$ cat src/rtl/s2a_burst_writer.sv
// Purpose : buffer a valid/ready sample stream in a FWFT FIFO and write it out as
//           fixed-length AXI INCR bursts into a circular buffer of isize bursts at ibase.
// Latency : AW goes valid the cycle after the FIFO level reaches BURST_LEN; W beats follow the AW handshake.
// Backpr. : s_ready drops when the FIFO is full or a sync is pending. Data is popped only on wvalid&wready.
//           Only one burst is outstanding: the next AW waits for the previous B.
// Ports   : AXI_clk/rst      clock, synchronous active-high reset
//           sync             restart request; it clears the FIFO and counters once the FSM is idle
//           s_data/valid/ready   input sample stream
//           ibase/isize      buffer base byte address and buffer size in bursts (isize 0 acts as 1)
//           iacnt/ibcnt      next burst index and completed buffer wraps
//           ierr_cnt         count of bursts with a non-OKAY BRESP (saturating)
//           AXI_aw*/w*/b*    AXI write address, data and response channels
module s2a_burst_writer #(
  parameter int DATA_W    = 64,
  parameter int BURST_LEN = 16,
  parameter int FIFO_AW   = 5,
  parameter int SIZE_W    = 18
) (
  input  logic                AXI_clk,
  input  logic                rst,
  input  logic                sync,
  input  logic [DATA_W-1:0]   s_data,
  input  logic                s_valid,
  output logic                s_ready,
  input  logic [31:0]         ibase,
  input  logic [SIZE_W-1:0]   isize,
  output logic [SIZE_W-1:0]   iacnt,
  output logic [31:0]         ibcnt,
  output logic [15:0]         ierr_cnt,
  output logic [31:0]         AXI_awaddr,
  output logic [7:0]          AXI_awlen,
  output logic [2:0]          AXI_awsize,
  output logic [1:0]          AXI_awburst,
  output logic                AXI_awvalid,
  input  logic                AXI_awready,
  output logic [DATA_W-1:0]   AXI_wdata,
  output logic [DATA_W/8-1:0] AXI_wstrb,
  output logic                AXI_wvalid,
  input  logic                AXI_wready,
  output logic                AXI_wlast,
  input  logic                AXI_bvalid,
  input  logic [1:0]          AXI_bresp,
  output logic                AXI_bready
);

  localparam int BB_LG  = $clog2(BURST_LEN * DATA_W / 8);
  localparam int BEAT_W = $clog2(BURST_LEN);
  localparam int DEPTH  = 1 << FIFO_AW;
  localparam logic [31:0]        ALIGN_MASK = ~((32'd1 << BB_LG) - 32'd1);
  localparam logic [FIFO_AW:0]   FULL_LVL   = (FIFO_AW+1)'(DEPTH);
  localparam logic [FIFO_AW:0]   BURST_LVL  = (FIFO_AW+1)'(BURST_LEN);
  localparam logic [BEAT_W-1:0]  LAST_BEAT  = BEAT_W'(BURST_LEN - 1);

  typedef enum logic [1:0] {ST_IDLE, ST_AW, ST_W, ST_B} state_t;

  state_t              state_q, state_d;
  logic [DATA_W-1:0]   mem_q [DEPTH];
  logic [FIFO_AW-1:0]  wr_ptr_q, wr_ptr_d, rd_ptr_q, rd_ptr_d;
  logic [FIFO_AW:0]    level_q, level_d;
  logic                sync_pend_q, sync_pend_d;
  logic [SIZE_W-1:0]   iacnt_q, iacnt_d;
  logic [31:0]         ibcnt_q, ibcnt_d;
  logic [15:0]         err_q, err_d;
  logic [31:0]         awaddr_q, awaddr_d;
  logic                awvalid_q, awvalid_d;
  logic                wvalid_q, wvalid_d;
  logic                bready_q, bready_d;
  logic [BEAT_W-1:0]   beat_q, beat_d;

  logic                full, push, pop, clr;
  logic [SIZE_W-1:0]   isize_eff;

  // rst gates s_ready directly so that the stream is refused during the reset cycle itself.
  assign full      = (level_q == FULL_LVL);
  assign s_ready   = !rst && !full && !sync_pend_q;
  assign push      = s_valid && s_ready;
  assign pop       = wvalid_q && AXI_wready;
  // A pending restart takes effect only between bursts, so any in-flight burst completes first.
  assign clr       = sync_pend_q && (state_q == ST_IDLE);
  assign isize_eff = (isize == '0) ? SIZE_W'(1) : isize;

  always_comb begin
    state_d     = state_q;
    wr_ptr_d    = wr_ptr_q;
    rd_ptr_d    = rd_ptr_q;
    level_d     = level_q;
    sync_pend_d = sync_pend_q | sync;
    iacnt_d     = iacnt_q;
    ibcnt_d     = ibcnt_q;
    err_d       = err_q;
    awaddr_d    = awaddr_q;
    awvalid_d   = awvalid_q;
    wvalid_d    = wvalid_q;
    bready_d    = bready_q;
    beat_d      = beat_q;

    if (push) wr_ptr_d = wr_ptr_q + FIFO_AW'(1);
    if (pop)  rd_ptr_d = rd_ptr_q + FIFO_AW'(1);
    if (push && !pop)      level_d = level_q + (FIFO_AW+1)'(1);
    else if (!push && pop) level_d = level_q - (FIFO_AW+1)'(1);

    case (state_q)
      ST_IDLE: begin
        if (!sync_pend_q && (level_q >= BURST_LVL)) begin
          awaddr_d  = (ibase & ALIGN_MASK) + (32'(iacnt_q) << BB_LG);
          awvalid_d = 1'b1;
          state_d   = ST_AW;
        end
      end
      ST_AW: begin
        if (AXI_awready) begin
          awvalid_d = 1'b0;
          wvalid_d  = 1'b1;
          beat_d    = '0;
          state_d   = ST_W;
        end
      end
      ST_W: begin
        if (pop) begin
          beat_d = beat_q + BEAT_W'(1);
          if (beat_q == LAST_BEAT) begin
            wvalid_d = 1'b0;
            bready_d = 1'b1;
            state_d  = ST_B;
          end
        end
      end
      ST_B: begin
        if (AXI_bvalid) begin
          bready_d = 1'b0;
          if ((AXI_bresp != 2'b00) && (err_q != 16'hFFFF)) err_d = err_q + 16'd1;
          // ">=" rather than "==" so that a shrunken isize still wraps cleanly.
          if (iacnt_q >= isize_eff - SIZE_W'(1)) begin
            iacnt_d = '0;
            ibcnt_d = ibcnt_q + 32'd1;
          end else begin
            iacnt_d = iacnt_q + SIZE_W'(1);
          end
          state_d = ST_IDLE;
        end
      end
      default: state_d = ST_IDLE;
    endcase

    if (clr) begin
      wr_ptr_d    = '0;
      rd_ptr_d    = '0;
      level_d     = '0;
      iacnt_d     = '0;
      ibcnt_d     = '0;
      err_d       = '0;
      sync_pend_d = sync;
    end
  end

  always_ff @(posedge AXI_clk) begin
    if (rst) begin
      state_q     <= ST_IDLE;
      wr_ptr_q    <= '0;
      rd_ptr_q    <= '0;
      level_q     <= '0;
      sync_pend_q <= 1'b0;
      iacnt_q     <= '0;
      ibcnt_q     <= '0;
      err_q       <= '0;
      awaddr_q    <= '0;
      awvalid_q   <= 1'b0;
      wvalid_q    <= 1'b0;
      bready_q    <= 1'b0;
      beat_q      <= '0;
    end else begin
      state_q     <= state_d;
      wr_ptr_q    <= wr_ptr_d;
      rd_ptr_q    <= rd_ptr_d;
      level_q     <= level_d;
      sync_pend_q <= sync_pend_d;
      iacnt_q     <= iacnt_d;
      ibcnt_q     <= ibcnt_d;
      err_q       <= err_d;
      awaddr_q    <= awaddr_d;
      awvalid_q   <= awvalid_d;
      wvalid_q    <= wvalid_d;
      bready_q    <= bready_d;
      beat_q      <= beat_d;
    end
  end

  // The storage array has no reset; its contents are visible only through wdata while wvalid is high.
  always_ff @(posedge AXI_clk) begin
    if (push) mem_q[wr_ptr_q] <= s_data;
  end

  assign iacnt       = iacnt_q;
  assign ibcnt       = ibcnt_q;
  assign ierr_cnt    = err_q;
  assign AXI_awaddr  = awaddr_q;
  assign AXI_awlen   = 8'(BURST_LEN - 1);
  assign AXI_awsize  = 3'($clog2(DATA_W / 8));
  assign AXI_awburst = 2'b01;
  assign AXI_awvalid = awvalid_q;
  assign AXI_wdata   = wvalid_q ? mem_q[rd_ptr_q] : '0;
  assign AXI_wstrb   = '1;
  assign AXI_wvalid  = wvalid_q;
  assign AXI_wlast   = wvalid_q && (beat_q == LAST_BEAT);
  assign AXI_bready  = bready_q;

endmodule

$ cat config.mk
export PLATFORM = sky130hd
export DESIGN_NAME = s2a_burst_writer
export DESIGN_NICKNAME = d
export VERILOG_FILES = /design/src/rtl/s2a_burst_writer.sv
export SDC_FILE = /design/constraint.sdc
export NUM_CORES = 2
export LEC_CHECK = 0
export ABC_CLOCK_PERIOD_IN_PS = 6600
export BUFFER_PORTS_ARGS = -buffer_cell sky130_fd_sc_hd__buf_2
export CAP_MARGIN = 20
export CORE_UTILIZATION = 60
export CTS_CLUSTER_DIAMETER = 80
export DETAILED_ROUTE_END_ITERATION = 16
export GPL_TIMING_DRIVEN = 0
export PLACE_DENSITY = 0.78
export SLEW_MARGIN = 10
export SYNTH_ARGS = -nofsm -noshare
export SYNTH_HDL_FRONTEND = slang
export SYNTH_SLANG_ARGS = --single-unit
$ cat constraint.sdc
create_clock -name AXI_clk -period 6.6 [get_ports AXI_clk]
set_clock_uncertainty 0.15 [all_clocks]
set_input_delay 0.33 -clock AXI_clk [delete_from_list [all_inputs] [get_ports AXI_clk]]
set_output_delay 0.33 -clock AXI_clk [all_outputs]
set_load 0.02 [all_outputs]
# Word level (Yosys, flattened, before mapping)
# Memories as Yosys holds them, arrays and structs flattened. A register that Yosys moved wholly into a read port is not among the register bits.
# Cells that the tools add are included.
[word_totals]
mem_count = 1
latch_bits = 0
romBits = 0
inputBits = 123
ram_bits = 2048
register_bits = 124
output_inout_bits = 188
elab_cells = 100
[op_classes]
addsub = 10
shifts = 0
n_eq_ne = 11
n_bitwise = 1
n_div = 0
magnitude_cmp = 2
mux = 30
reduce_logical = 32
multipliers = 0
[mem_list]
columns = ["memory", "depth", "width", "read_ports", "rd_clocked_by_memory_dff", "write_ports", "line_no", "rtl"]
rows = [
  ["mem_q", 32, 64, 1, 1, 1, "57", "logic [DATA_W-1:0] mem_q [DEPTH];"],
]
[ops]
columns = ["cell", "count"]
rows = [
  ["64-bit two-way mux", 1],
  ["18-bit two-way mux", 2],
  ["32-bit by 1-bit adder with 32-bit output, second input constant", 1],
  ["32-bit by 25-bit adder with 32-bit output", 1],
  ["18-bit by 1-bit adder with 18-bit output, second input constant", 1],
  ["18-bit >= comparator", 1],
  ["18-bit logical NOT", 1],
  ["18-bit by 1-bit subtractor with 18-bit output, second input constant", 1],
  ["16-bit by 1-bit adder with 16-bit output, second input constant", 1],
  ["16-bit != test, second input constant", 1],
  ["6-bit two-way mux", 2],
  ["3-bit AND reduction", 4],
  ["1-bit two-way mux", 11],
  ["5-bit by 1-bit adder with 5-bit output, second input constant", 2],
  ["1-bit logical AND", 10],
  ["2-bit two-way mux", 5],
  ["5-bit two-way mux", 2],
  ["2-bit nonzero test", 5],
  ["4-bit two-way mux", 2],
  ["2-bit != test, second input constant", 4],
  ["2-bit case mux with 4 select lines", 1],
  ["4-bit case mux with 2 select lines", 1],
  ["4-bit AND reduction", 2],
  ["6-bit by 1-bit adder with 6-bit output, second input constant", 1],
  ["15 further kinds", 23],
]

# Logic depth before layout (Yosys ltp)
[depth]
ltp_word = 9
depth_mapped = 18
ltp_nobuf = 15

# Worst setup path after synthesis
# Ideal clock, no wire load.
[synth_timing]
kind = "register -> register"
start = "register level_q[0]"
end = "memory mem_q[23][0] (enable)"
setup_ns = 0.487
t_required_ns = 5.963
synth_period_minus_slack_ns = 5.247
arrival_time_ns = 4.611
slack_ns = 1.353
path_buffers = 2
path_stages_with_launch = 8
path_cell_list = "dfxtp_1 -> inv_1 -> a311oi_1 -> and2_1 -> clkbuf_1 -> nand2_1 -> clkbuf_1 -> nor2_1"
[synth_via]
elab_chain_cells = 7
[synth_lines]
columns = ["element", "line_no", "rtl"]
rows = [
  ["from (decl)", "59", "logic [FIFO_AW:0] level_q, level_d;"],
  ["from (signal assigned)", "175", "level_q <= level_d;"],
  ["6-bit == test", "74", "assign full = (level_q == FULL_LVL);"],
  ["1-bit logical NOT", "75", "assign s_ready = !rst && !full && !sync_pend_q;"],
  ["1-bit logical AND (2 in a row)", "75", ""],
  ["net s_ready", "24", "output logic s_ready,"],
  ["1-bit logical AND", "76", "assign push = s_valid && s_ready;"],
  ["net push", "70", "logic full, push, pop, clr;"],
  ["1-bit two-way mux", "190", "if (push) mem_q[wr_ptr_q] <= s_data;"],
  ["1-bit two-way mux (implied by the code)", "190", ""],
  ["to (decl)", "57", ""],
]
# The timed path passes the listed nets, and every way through them passes these cells.

==> metrics.md <==
| Metric | Value |
|---|---|
| GRT Total Usage | `roughly a third` |
| Via/cell ratio | `about 7` |
| Post-DP HPWL | `~140000 µm` |
| CP max stage cell | `a21oi_1` |
| Count of TritonRoute iterations in the first routing pass | `6` |
| Maximum clock rate | `0.178 GHz` |
| Crit path kind | `flip-flop to output pin` |
| Clock sink count | `between 2000 and 2500` |
| Total gr overflow | `0` |
| Die Wd | `380 µm` |
| Worst setup margin | `about 0.97 ns` |
| Input/output buffers | `about 270` |
| Worst r2r src | `iacnt[4]$_SDFFE_PP0P_` |
| Area growth, synth to finish | `16.3%` |
| Syn_area_per_cell | `roughly 21 µm²` |
| Cells after Synth | `4098` |
| Post_cts resized | `0` |
| TNS Setup | `0 ns` |
| First-pass GRT wire length | `~330000 µm` |
| DRC Markers | `0` |
| Top FF cell, synth | `edfxtp_1` |
| Crit-path max cell delay | `between 0.8 and 0.9 ns` |
| Starting density of the core | `between 60% and 70%` |
| Antenna viol nets, final | `0` |
| Post-synth ARST share | `0%` |
| CP startpoint kind | `flip-flop` |
| #FFs+latches synth | `2170` |
| Sequential area share after synthesis | `roughly 75%` |
| Largest delay share family, worst path | `buffers and inverters` |
| Worst Tran Pin Value | `~1.2 ns` |
| Critical path arrival | `between 5 and 6 ns` |
| WHS | `0.0509 ns` |
| Num ports | `around 310` |
| Die area | `~140000 µm²` |
| Max Slew Vio Count | `0` |
| Final setup viols | `0` |
| Initial DRC count | `7179` |
| Area leader, netlist | `edfxtp_1` |
| Met3 global-route usage | `around 6.2%` |
| Routed WL per cell | `34.0 µm` |
| GP Congestion | `roughly 0.86` |
| Largest net degree at the start of global routing | `33` |
| Status | `finished, final reports clean` |
| Die span in y | `about 380 µm` |
| Distinct cells, synth | `69` |
| Via count | `46900` |
| Clock tree buffer depth | `3` |
| Area share of the largest cell type after synthesis | `71.8%` |
| Total CTS buffers | `205` |
| Post-CTS Setup Bufs | `0` |
| Period utilisation layout | `85.3%` |
| Hold path start | `ibase[23]` |
| Proportion of layout cells with a drive suffix above 1 | `28.7%` |
| CTS Hold Buffers Added | `99` |
| H-tree depth | `4` |
| Max-Cap Viols | `0` |
| Vias in the first global route | `about 47000` |
| Count of final hold-check violations | `0` |
| Worst-path maximum fanout | `10` |
| Fillers | `approximately 8300` |
| Worst Path Buf+Inv | `6` |
| Final net count | `4995` |
| Root Driver | `clkbuf_16` |
| Initial antenna violation count | `11` |
| Power consumption | `roughly 29000 µW` |
| CP Cell Sequence | `clkbuf_1 > buf_2 > buf_2 > buf_2 > buf_2 > mux2i_1 > a211oi_1 > a21oi_1 > nor2b_1 > buf_2` |
| Routed wire length | `around 230000 µm` |
| Worst setup EP type | `output pin` |
| Peak supply drop | `0.370 mV` |
| Post-Place Setup Slack | `approximately 1.1 ns` |
| Cell mode on critical path | `buf_2` |
| Met2 Usage GRT | `54.0%` |
| Final Critical Period | `5.63 ns` |
| CTS tree | `done` |
| Met1 usage | `42.7%` |
| Slew Limit Headroom | `between 15 and 20%` |
| Post-synth EDFFs | `~2000` |
| # rows | `between 100 and 150` |
| Leak pwr | `around 0.031 µW` |
| Mapped cell area | `about 86000 µm²` |
| Yosys warns | `0` |
| Top Usage Layer GRT | `met2` |
| Top cells by area, synth | `edfxtp_1 (72%), mux4_2 (16%), dfxtp_1 (2.9%), mux2i_1 (0.96%), ha_1 (0.80%)` |
| Post-layout util | `a little over two thirds` |
| RSZ-0062 raised after global routing | `no` |
| Worst Path Required | `6.12 ns` |
| Worst-skew pair later-pin latency | `between 0.8 and 0.9 ns` |
| Power per Cell Area | `about 290 nW/µm²` |
| Reg clk slew, reported paths | `about 0.06 ns` |
| Worst hold path type | `input port to flip-flop` |
| Core area | `roughly 140000 µm²` |
[logic make-up (layout without fill, tap and decap cells)]
group	Yosys count	after routing	synth area share (%)
multiplexers	683	683	16.8
buffers and inverters	270	1124	1.43
AO/OA/AOI/OAI	327	327	2.45
AND/OR/NAND/NOR	525	525	3.19
XOR/XNOR	64	64	0.654
adder cells (fa/ha/maj)	57	57	0.850
other	2	37	0.00877
flip-flops	2170	2170	74.7
[area by class of cell]
| type | instances | area [µm²] | share of cell area (%) |
|---|---|---|---|
| Sequential cell | 2170 | 63900 | 64.2 |
| Multi-Input combinational cell | 1684 | 20800 | 20.9 |
| Clock buffer | 253 | 5420 | 5.44 |
| Timing Repair Buffer | 484 | 4630 | 4.65 |
| Tap cell | 1890 | 2360 | 2.37 |
| Clock inverter | 117 | 1170 | 1.17 |
| Buffer | 240 | 1120 | 1.12 |
| Inverter | 30 | 113 | 0.113 |
| Antenna cell | 9 | 22.5 | 0.0226 |
[worst paths after layout]
kind / endpoint / cells past startpoint / slack (ns)
setup reg to reg: AXI_awaddr[26]$_SDFFE_PP0P_ / 10 / 2.49
setup / recovery: AXI_wdata[26] / 10 / 0.97
hold / removal: AXI_awaddr[23]$_SDFFE_PP0P_ / 5 / 0.05
hold reg to reg: AXI_awaddr[16]$_SDFFE_PP0P_ / 2 / 0.31
[synth_stat cells, types with 3 or more instances]
cell type	count
nand2_1	94
nand3_1	45
a21o_1	20
nand3b_1	4
xnor2_1	36
nor2_1	128
o211ai_1	10
and2_1	7
o21a_1	4
buf_2	73
nor3_1	20
or4_1	18
dfxtp_1	122
clkbuf_1	104
mux2i_1	82
xor2_1	28
a31oi_1	6
o21bai_1	4
nand2b_1	3
or2_2	7
nor2b_1	108
and4_1	5
a211oi_1	75
o31ai_1	17
a21oi_1	116
buf_1	31
ha_1	55
o21ai_0	44
and3_1	21
or3_1	26
nand4_1	19
a22oi_1	3
o311ai_0	4
nor4_1	7
edfxtp_1	2048
buf_4	32
mux4_2	601
inv_1	30
a2111oi_0	3
[per-layer routing]
layer	wire length (µm)	up-vias
li1	-	18500
met1	80300	24300
met2	117000	3521
met3	25400	687
met4	11400	10
met5	73	-
[layout by cell type, fill, tap and decap left out, types with 30 or more instances in the layout]
cell type and n:
nand2_1 94, buf_1 30, dlygate4sd3_1 99, nand3_1 45, edfxtp_1 2048, mux4_2 601, dfxtp_1 122, nor2_1 96
o21ai_0 44, ha_1 55, a211oi_1 75, clkbuf_16 209, buf_12 79, mux2i_1 82, a21oi_1 116, inv_1 30
nor2_4 32, nor2b_1 108, buf_2 349, xnor2_1 36, clkinv_1 49, clkbuf_1 143, buf_4 32
[sequential cells by signal (all words and copies together) (netlist names), 2 cells and up, named ones only]
| register | flops |
|---|---|
| iacnt | 18 |
| level_q | 6 |
| mem_q | 2048 |
| wr_ptr_q | 5 |
| ierr_cnt | 16 |
| ibcnt | 32 |
| beat_q | 4 |
| rd_ptr_q | 5 |
| AXI_awaddr | 25 |
| state_q | 2 |
[worst min-delay path, delay by kind of cell]
| family | cells | cell delay, ns |
|---|---|---|
| mux | 1 | 0.13 |
| fa+ha+maj | 1 | 0.26 |
| simple gates | 2 | 0.17 |
| buf+inv | 1 | 0.10 |
[power by group]
group | internal (µW) | leakage, µW | switching, µW | total, µW
Sequential | 15100 | 0.0194 | 57.3 | 15200
Combinational | 674 | 0.00874 | 1070 | 1750
Clock | 6590 | 0.00319 | 5120 | 11700
Total | 22400 | 0.0313 | 6240 | 28700
[stage by stage]
stage               instance area, µm²  std cells
floorplan                        85800       4124
global placement                 89500       6288
detailed placement               91900       6393
CTS                              99500       6862
global route                     99600       6869
finish                           99600       6877
Power figures use the tool's default switching activity.
